==> src/rtl/mips_pkg.sv <==
// Shared constants for the multicycle MIPS datapath: widths, special
// register indices, stack-top reset value and write-address select codes.
package mips_pkg;

    localparam int DATA_W = 32;
    localparam int ADDR_W = 5;

    localparam logic [ADDR_W-1:0] ZERO = 5'd0;
    localparam logic [ADDR_W-1:0] SP   = 5'd29;
    localparam logic [ADDR_W-1:0] RA   = 5'd31;

    localparam logic [DATA_W-1:0] SP_RESET = 32'd227;

    // Destination-register select driven by the control unit
    typedef enum logic [1:0] {
        WSEL_RT = 2'b00,
        WSEL_SP = 2'b01,
        WSEL_RA = 2'b10,
        WSEL_RD = 2'b11
    } wsel_t;

endpackage

==> src/rtl/registrador.sv <==
// Load-enable register with synchronous active-high reset; used for the
// A and B operand latches.
module registrador
    import mips_pkg::*;
#(
    parameter int WIDTH = DATA_W
) (
    input  logic             clk,
    input  logic             reset,
    input  logic             load,
    input  logic [WIDTH-1:0] d,
    output logic [WIDTH-1:0] q
);

    // Reset clears, load captures, otherwise hold
    always_ff @(posedge clk) begin
        if (reset) begin
            q <= '0;
        end else if (load) begin
            q <= d;
        end
    end

endmodule

==> src/rtl/banco_reg_ab.sv <==
// General-purpose register bank with write-through bypass on both read
// ports, plus the A/B operand latches that capture the bypassed values.
module banco_reg_ab
    import mips_pkg::*;
#(
    parameter int DATA_W   = mips_pkg::DATA_W,
    parameter int ADDR_W   = mips_pkg::ADDR_W,
    parameter int SP_INDEX = 29,
    parameter int SP_RESET = 227,
    parameter int RA_INDEX = 31
) (
    input  logic              clk,
    input  logic              reset,
    input  logic              RegWrite,
    input  logic [ADDR_W-1:0] WriteReg,
    input  logic [DATA_W-1:0] WriteData,
    input  logic [ADDR_W-1:0] ReadReg1,
    input  logic [ADDR_W-1:0] ReadReg2,
    input  logic              LoadAB,
    output logic [DATA_W-1:0] ReadData1,
    output logic [DATA_W-1:0] ReadData2,
    output logic [DATA_W-1:0] A,
    output logic [DATA_W-1:0] B
);

    localparam int NREGS = 2 ** ADDR_W;

    logic [DATA_W-1:0] regs [NREGS];

    // Stack pointer starts at stack top; return address and the rest start cleared
    function automatic logic [DATA_W-1:0] reset_value(input int idx);
        if (idx == SP_INDEX) begin
            return DATA_W'(SP_RESET);
        end else if (idx == RA_INDEX) begin
            return '0;
        end else begin
            return '0;
        end
    endfunction

    // Bank storage: reset restores initial contents, writes to $0 are dropped
    always_ff @(posedge clk) begin
        if (reset) begin
            for (int i = 0; i < NREGS; i++) begin
                regs[i] <= reset_value(i);
            end
        end else if (RegWrite && (WriteReg != ZERO)) begin
            regs[WriteReg] <= WriteData;
        end
    end

    // Read ports: $0 forced to zero, pending write forwarded ahead of storage
    always_comb begin
        ReadData1 = regs[ReadRegToIdx(ReadReg1)];
        ReadData2 = regs[ReadRegToIdx(ReadReg2)];
        if (ReadReg1 == ZERO) begin
            ReadData1 = '0;
        end else if (RegWrite && (WriteReg == ReadReg1)) begin
            ReadData1 = WriteData;
        end
        if (ReadReg2 == ZERO) begin
            ReadData2 = '0;
        end else if (RegWrite && (WriteReg == ReadReg2)) begin
            ReadData2 = WriteData;
        end
    end

    function automatic logic [ADDR_W-1:0] ReadRegToIdx(input logic [ADDR_W-1:0] idx);
        return idx;
    endfunction

    registrador #(.WIDTH(DATA_W)) u_reg_a (
        .clk   (clk),
        .reset (reset),
        .load  (LoadAB),
        .d     (ReadData1),
        .q     (A)
    );

    registrador #(.WIDTH(DATA_W)) u_reg_b (
        .clk   (clk),
        .reset (reset),
        .load  (LoadAB),
        .d     (ReadData2),
        .q     (B)
    );

endmodule

==> config.mk <==
export PLATFORM = sky130hd
export DESIGN_NAME = banco_reg_ab
export DESIGN_NICKNAME = d
export VERILOG_FILES = /design/src/rtl/mips_pkg.sv /design/src/rtl/registrador.sv /design/src/rtl/banco_reg_ab.sv
export SDC_FILE = /design/constraint.sdc
export NUM_CORES = 2
export LEC_CHECK = 0
export CORE_ASPECT_RATIO = 0.9
export CORE_UTILIZATION = 45
export CTS_BUF_LIST = sky130_fd_sc_hd__clkbuf_8 sky130_fd_sc_hd__clkbuf_16
export DETAILED_ROUTE_END_ITERATION = 10
export GPL_ROUTABILITY_DRIVEN = 0
export PLACE_DENSITY = 0.72
export SLEW_MARGIN = 20
export SYNTH_ARGS = -nofsm -noshare
export SYNTH_HDL_FRONTEND = slang
export SYNTH_SLANG_ARGS = --single-unit
export TNS_END_PERCENT = 20
==> constraint.sdc <==
create_clock -name clk -period 4.7 [get_ports clk]
set_input_delay 1.175 -clock clk [delete_from_list [all_inputs] [get_ports clk]]
set_output_delay 1.175 -clock clk [all_outputs]
set_load 0.02 [all_outputs]
[After elaboration in Yosys (flattened, before gate mapping)]
Memory sizes are Yosys's and may differ from the RTL's.
Cells that the tools add are included.
Storage, ports and cells
  register bits: 64
  latch bits: 0
  memory bits (writable): 1024
  ROM bits: 0
  input bits: 51
  output and inout bits: 128
  word-level logic and storage cells: 26
  memories kept: 1
Memories
  regs: depth 32, width 32, rd ports 2, clocked after Yosys merged registers in 0, wr ports 32, line banco_reg_ab.sv:28  | logic [DATA_W-1:0] regs [NREGS];
Cells by class
  $add $sub $neg: 0
  multipliers: 0
  div/mod/pow operators: 0
  magnitude comparators: 0
  eq/ne operators: 2
  shift-type cells: 0
  muxes and demuxes: 14
  bitwise operators: 0
  reductions and logical operators: 7
Operators by type and width (count)
  32-bit two-way mux: 7
  32-bit OR reduction: 1
  5-bit equality test: 2
  5-bit logical NOT: 2
  1-bit two-way mux: 6
  5-bit two-way mux: 1
  5-bit nonzero test: 1
  1-bit logical AND: 3

[Longest topological paths before layout]
  word-level depth: 7
  mapped depth: 11
  mapped depth without buffers: 6

[Hierarchy]
Synthesis repeated with hierarchy kept, for this count alone.
Unflattened totals
  cell total of the unflattened synthesis: 3946
  area total of the unflattened synthesis: 57051.0 um2
Modules (own cells, without submodules)
  banco_reg_ab: times used 1, cells an instance 3740, area each 54723.7 um2
  registrador: times used 2, cells an instance 103, area each 1163.6 um2

[Worst setup path before layout]
No wires, ideal clock.
  path kind: input -> output
  start: input port ReadReg2[0]
  end: output port ReadData2[1]
  data arrival time: 2.959 ns
  required time: 3.525 ns
  slack: 0.566 ns
  cell stages on the path: 9
  cells stage by stage: buf_2 > buf_4 > buf_4 > nand3b_1 > o22ai_1 > or3_1 > o21ai_1 > nor2_1 > nor3_1
On the way
  longest elaborated chain between the ends: 4
  elaborated cells on any way between the ends: 6
  those cells by class: 1 x eq/ne; 2 x mux; 2 x reduce/logical; 1 x memory
Ends and longest elaborated chain
  start: declaration: line banco_reg_ab.sv:18  | input logic [ADDR_W-1:0] ReadReg2,
  branches (longest 3 deep; another with memory read 32 x 32 bit)
  32-bit two-way mux *: line banco_reg_ab.sv:61  | if (ReadReg2 == ZERO) begin
  end: declaration: line banco_reg_ab.sv:21  | output logic [DATA_W-1:0] ReadData2,
Mark *: on every way between the ends.

[Worst setup path in the final report]
  start: input port ReadReg2[4]
  end: output port ReadData2[1]
Same word-level chain as after synthesis.

==> impl_metrics.yaml <==
synth:
  synth_area_leaders: "edfxtp_1, mux4_2, and2_1"
  ys_ff_latch: 1088
  netlist_area_sq_mm: 0.0568
  yosysTopAreaCellShare_pct: 54.1
  ys_warn_count: 0
  synth_cells: 3929
  synth_top_cell_by_area: "edfxtp_1"
  synth_edf_count: 1024
  synth_flop_cell: "edfxtp_1"
  yosysSeqAreaShare_pct: 56.3
  async_flop_share_pct: 0
  synth.distinct_cells: 59
  syn_avg_cell_area_sq_um: 14.5
hold_path:
  hold_depth: 2
  hold_class: "reg -> reg"
  min_from: "u_reg_b.q[7]$_SDFFE_PP0P_"
  hold_path_end: "u_reg_b.q[7]$_SDFFE_PP0P_"
die:
  die_area_sq_mm: 0.128
  std_cell_rows: 123
  core_sq_mm: 0.125
  die_x_um: 377
  die_h_um: 339
  initial_core_util_pct: 45.4
  ios: 179
detailed_routing:
  wirelength_um: 210000
  drc: 0
  antenna_left: 0
  dr_total_vias: 40700
  vias_per_cell: 6.65
  drtIter0Drc: 7247
  wl_per_cell_um: 34.3
  dr.pass1.iters: 6
power:
  p_clk_share_pct: 37.7
  max-vdd-ir-drop_mv: 0.308
  p_seq_share_pct: 47.3
  internal-power_w: 0.0179
  power_switching_w: 0.00636
  power_frac_comb_pct: 15.0
  swShare_pct: 26.2
  p_per_area_mw_per_mm2: 356
  cellLeakagePower_nw: 24.6
worst_setup_path:
  reg2reg_depth: 9
  worstPathArrival_ps: 3670
  critical_path_class: "in -> out"
  r2r_end: "u_reg_b.q[9]$_SDFFE_PP0P_"
  endpoint_kind: "primary output"
  crit_required_ps: 3520
  crit-reg2reg-launch: "regs[2][9]$_SDFFCE_PN0P_"
  start_kind: "input port"
  path_max_fanout: 15
  reg2reg_slack_ps: 2330
clocking:
  cts_sinks: 1088
  tritoncts: "yes"
  hold_buffers: 0
  cts_made_buffers: 112
  htreeDepth: 3
  clk_pin_slew_ps: 60
  insertion_delay_ps: 750
  clock_path_buffers: 3
  root_buffer: "clkbuf_16"
layout:
  final_area_sq_mm: 0.0682
  stdcell_count: 6120
  nFillCells: 9813
  layout-drive-gt1-share_pct: 30.3
  multi_input_area_sq_mm: 0.0238
  syn2layout_area_growth_pct: 20.0
  seq_area_sq_mm: 0.0320
  nNetsFinal: 4383
timing:
  setup_viol: 9
  hold_viol_final: 0
  setup_slack_ps: -145
  slew_violations: 0
  finalCritPeriodShare_pct: 103
  slew_headroom_pct: 28.3
  tightest_slew_ps: 1080
  clock-skew-final_ps: 29.8
  min_period_ps: 4850
  grt_setup_unrepaired: "true"
  fmax_mhz: 206
placement:
  place_area_sq_mm: 0.0640
  numPortBuffers: 178
  dpl.hpwl_um: 134000
  dp.cells: 5896
grt:
  grtUsageTotal_pct: 32.5
  grt_pass1_wl_um: 292000
  grt_max_degree: 52
  grt-ovfl-total: 0
  grt_pass1_vias: 39900
  antenna_found_initial: 12
run:
  cap_violations: 0
status:
  violations: "negative setup slack"
  outcome: "finished with violations"
## layer usage
metal / wire length [um] / track usage, %
met5: 19 / 0
met4: 12600 / 16.8
met3: 35200 / 13.7
met2: 90000 / 47.2
met1: 72300 / 41.4
## cell usage after synthesis (9+ instances only)
library cell  count
dfxtp_1          64
nor4_1           34
mux2_2           14
nand3b_1         10
a22oi_2          30
nor2b_1           9
and2_1          991
o21ai_1          35
buf_2            76
o31ai_1           9
a22oi_1          61
or3_1             9
mux4_2          438
nand3_1          18
nand2_1         140
a21oi_1          17
a22o_1           41
mux4_1           10
edfxtp_1       1024
nor3_1           24
mux2i_1         150
or2_2            35
buf_4            34
clkbuf_1        272
nor2_1           92
buf_1            20
o22ai_1         176
nand4_1          11
## logic make-up after synthesis
family	Yosys count	synth area share [%]
other	1	0.00660
and+or+nand+nor	1406	14.5
xor gates and xnor gates	10	0.154
muxes	612	20.7
AOI/OAI and AO/OA	399	4.99
buffers and inverters	413	3.27
DFF	1088	56.3
## worst max-delay path, cell delays in order
cell	delay (ps)
buf_4	190
buf_12	180
buf_4	200
buf_4	220
or2_1	340
nor4_2	380
buf_4	310
nor3_1	90
clkdlybuf4s50_1	560
## area by class of cell
class / count / share of cell area, %
clock inverter: 91 / 1.15
timing repair buffer: 670 / 9.63
multi-input combinational: 2459 / 34.9
clock buffer: 120 / 4.29
tap: 1687 / 3.09
inverter: 1 / 0.00550
antenna: 4 / 0.0147
sequential: 1088 / 47.0
## how the worst max path moves through the flow
stage	start	endpoint
2_1_floorplan	ReadReg2[0]	ReadData2[1]
3_3_place_gp	ReadReg1[4]	ReadData1[13]
3_5_place_dp	ReadReg1[4]	ReadData1[13]
4_1_cts	ReadReg2[0]	ReadData2[1]
5_1_grt	ReadReg2[4]	ReadData2[1]
6_report	ReadReg2[4]	ReadData2[1]
## sequential cells by signal, indices dropped and copies added (netlist names)
signal and flops:
u_reg_b.q 32, u_reg_a.q 32, regs 1024
## cells in the final DEF (no fill, tap or decap), types with 23 or more instances in the layout
cell | netlist | layout
clkbuf_16 | 0 | 113
a22o_1 | 41 | 37
inv_1 | 1 | 32
a22oi_2 | 30 | 35
nor2_4 | 0 | 32
buf_12 | 1 | 91
nand2_1 | 140 | 137
edfxtp_1 | 1024 | 1024
or2_2 | 35 | 33
mux2i_1 | 150 | 149
clkbuf_2 | 0 | 23
mux4_2 | 438 | 438
and2_1 | 991 | 991
a22oi_1 | 61 | 56
o22ai_1 | 176 | 163
buf_4 | 34 | 392
conb_1 | 1 | 32
nor2_1 | 92 | 56
dfxtp_1 | 64 | 64
clkdlybuf4s50_1 | 0 | 103
o21ai_1 | 35 | 27
## what timing repair did
item | in CTS | in global routing
gates resized for setup | 174 | 109
cloned | 0 | 0
endpoints found under the setup margin | 64 | 63
buffers inserted | 5 | 4
pin swaps | 17 | 9
## power groups by stage
stage          sequential, W  combinational [W]  clock (W)
3_3_place_gp          0.0116            0.00349          0
2_1_floorplan         0.0116            0.00182          0
4_1_cts               0.0115            0.00353    0.00915
6_report              0.0115            0.00364    0.00916
3_5_place_dp          0.0117            0.00351          0
5_1_grt               0.0115            0.00372    0.00949
## through the flow
step           setup TNS [ps]  hold WS, ps  utilization [%]  worst slack (ps)  power, W
2_1_floorplan               0          528                -               566    0.0134
3_3_place_gp           -27220          434             51.1              -796    0.0151
3_5_place_dp           -27640          440             51.1              -789    0.0152
4_1_cts                  -682          448             54.4              -227    0.0241
5_1_grt                 -1030          463             54.5              -225    0.0247
6_report                 -563          449             54.5              -145    0.0243
Power figures use the tool's default switching activity.
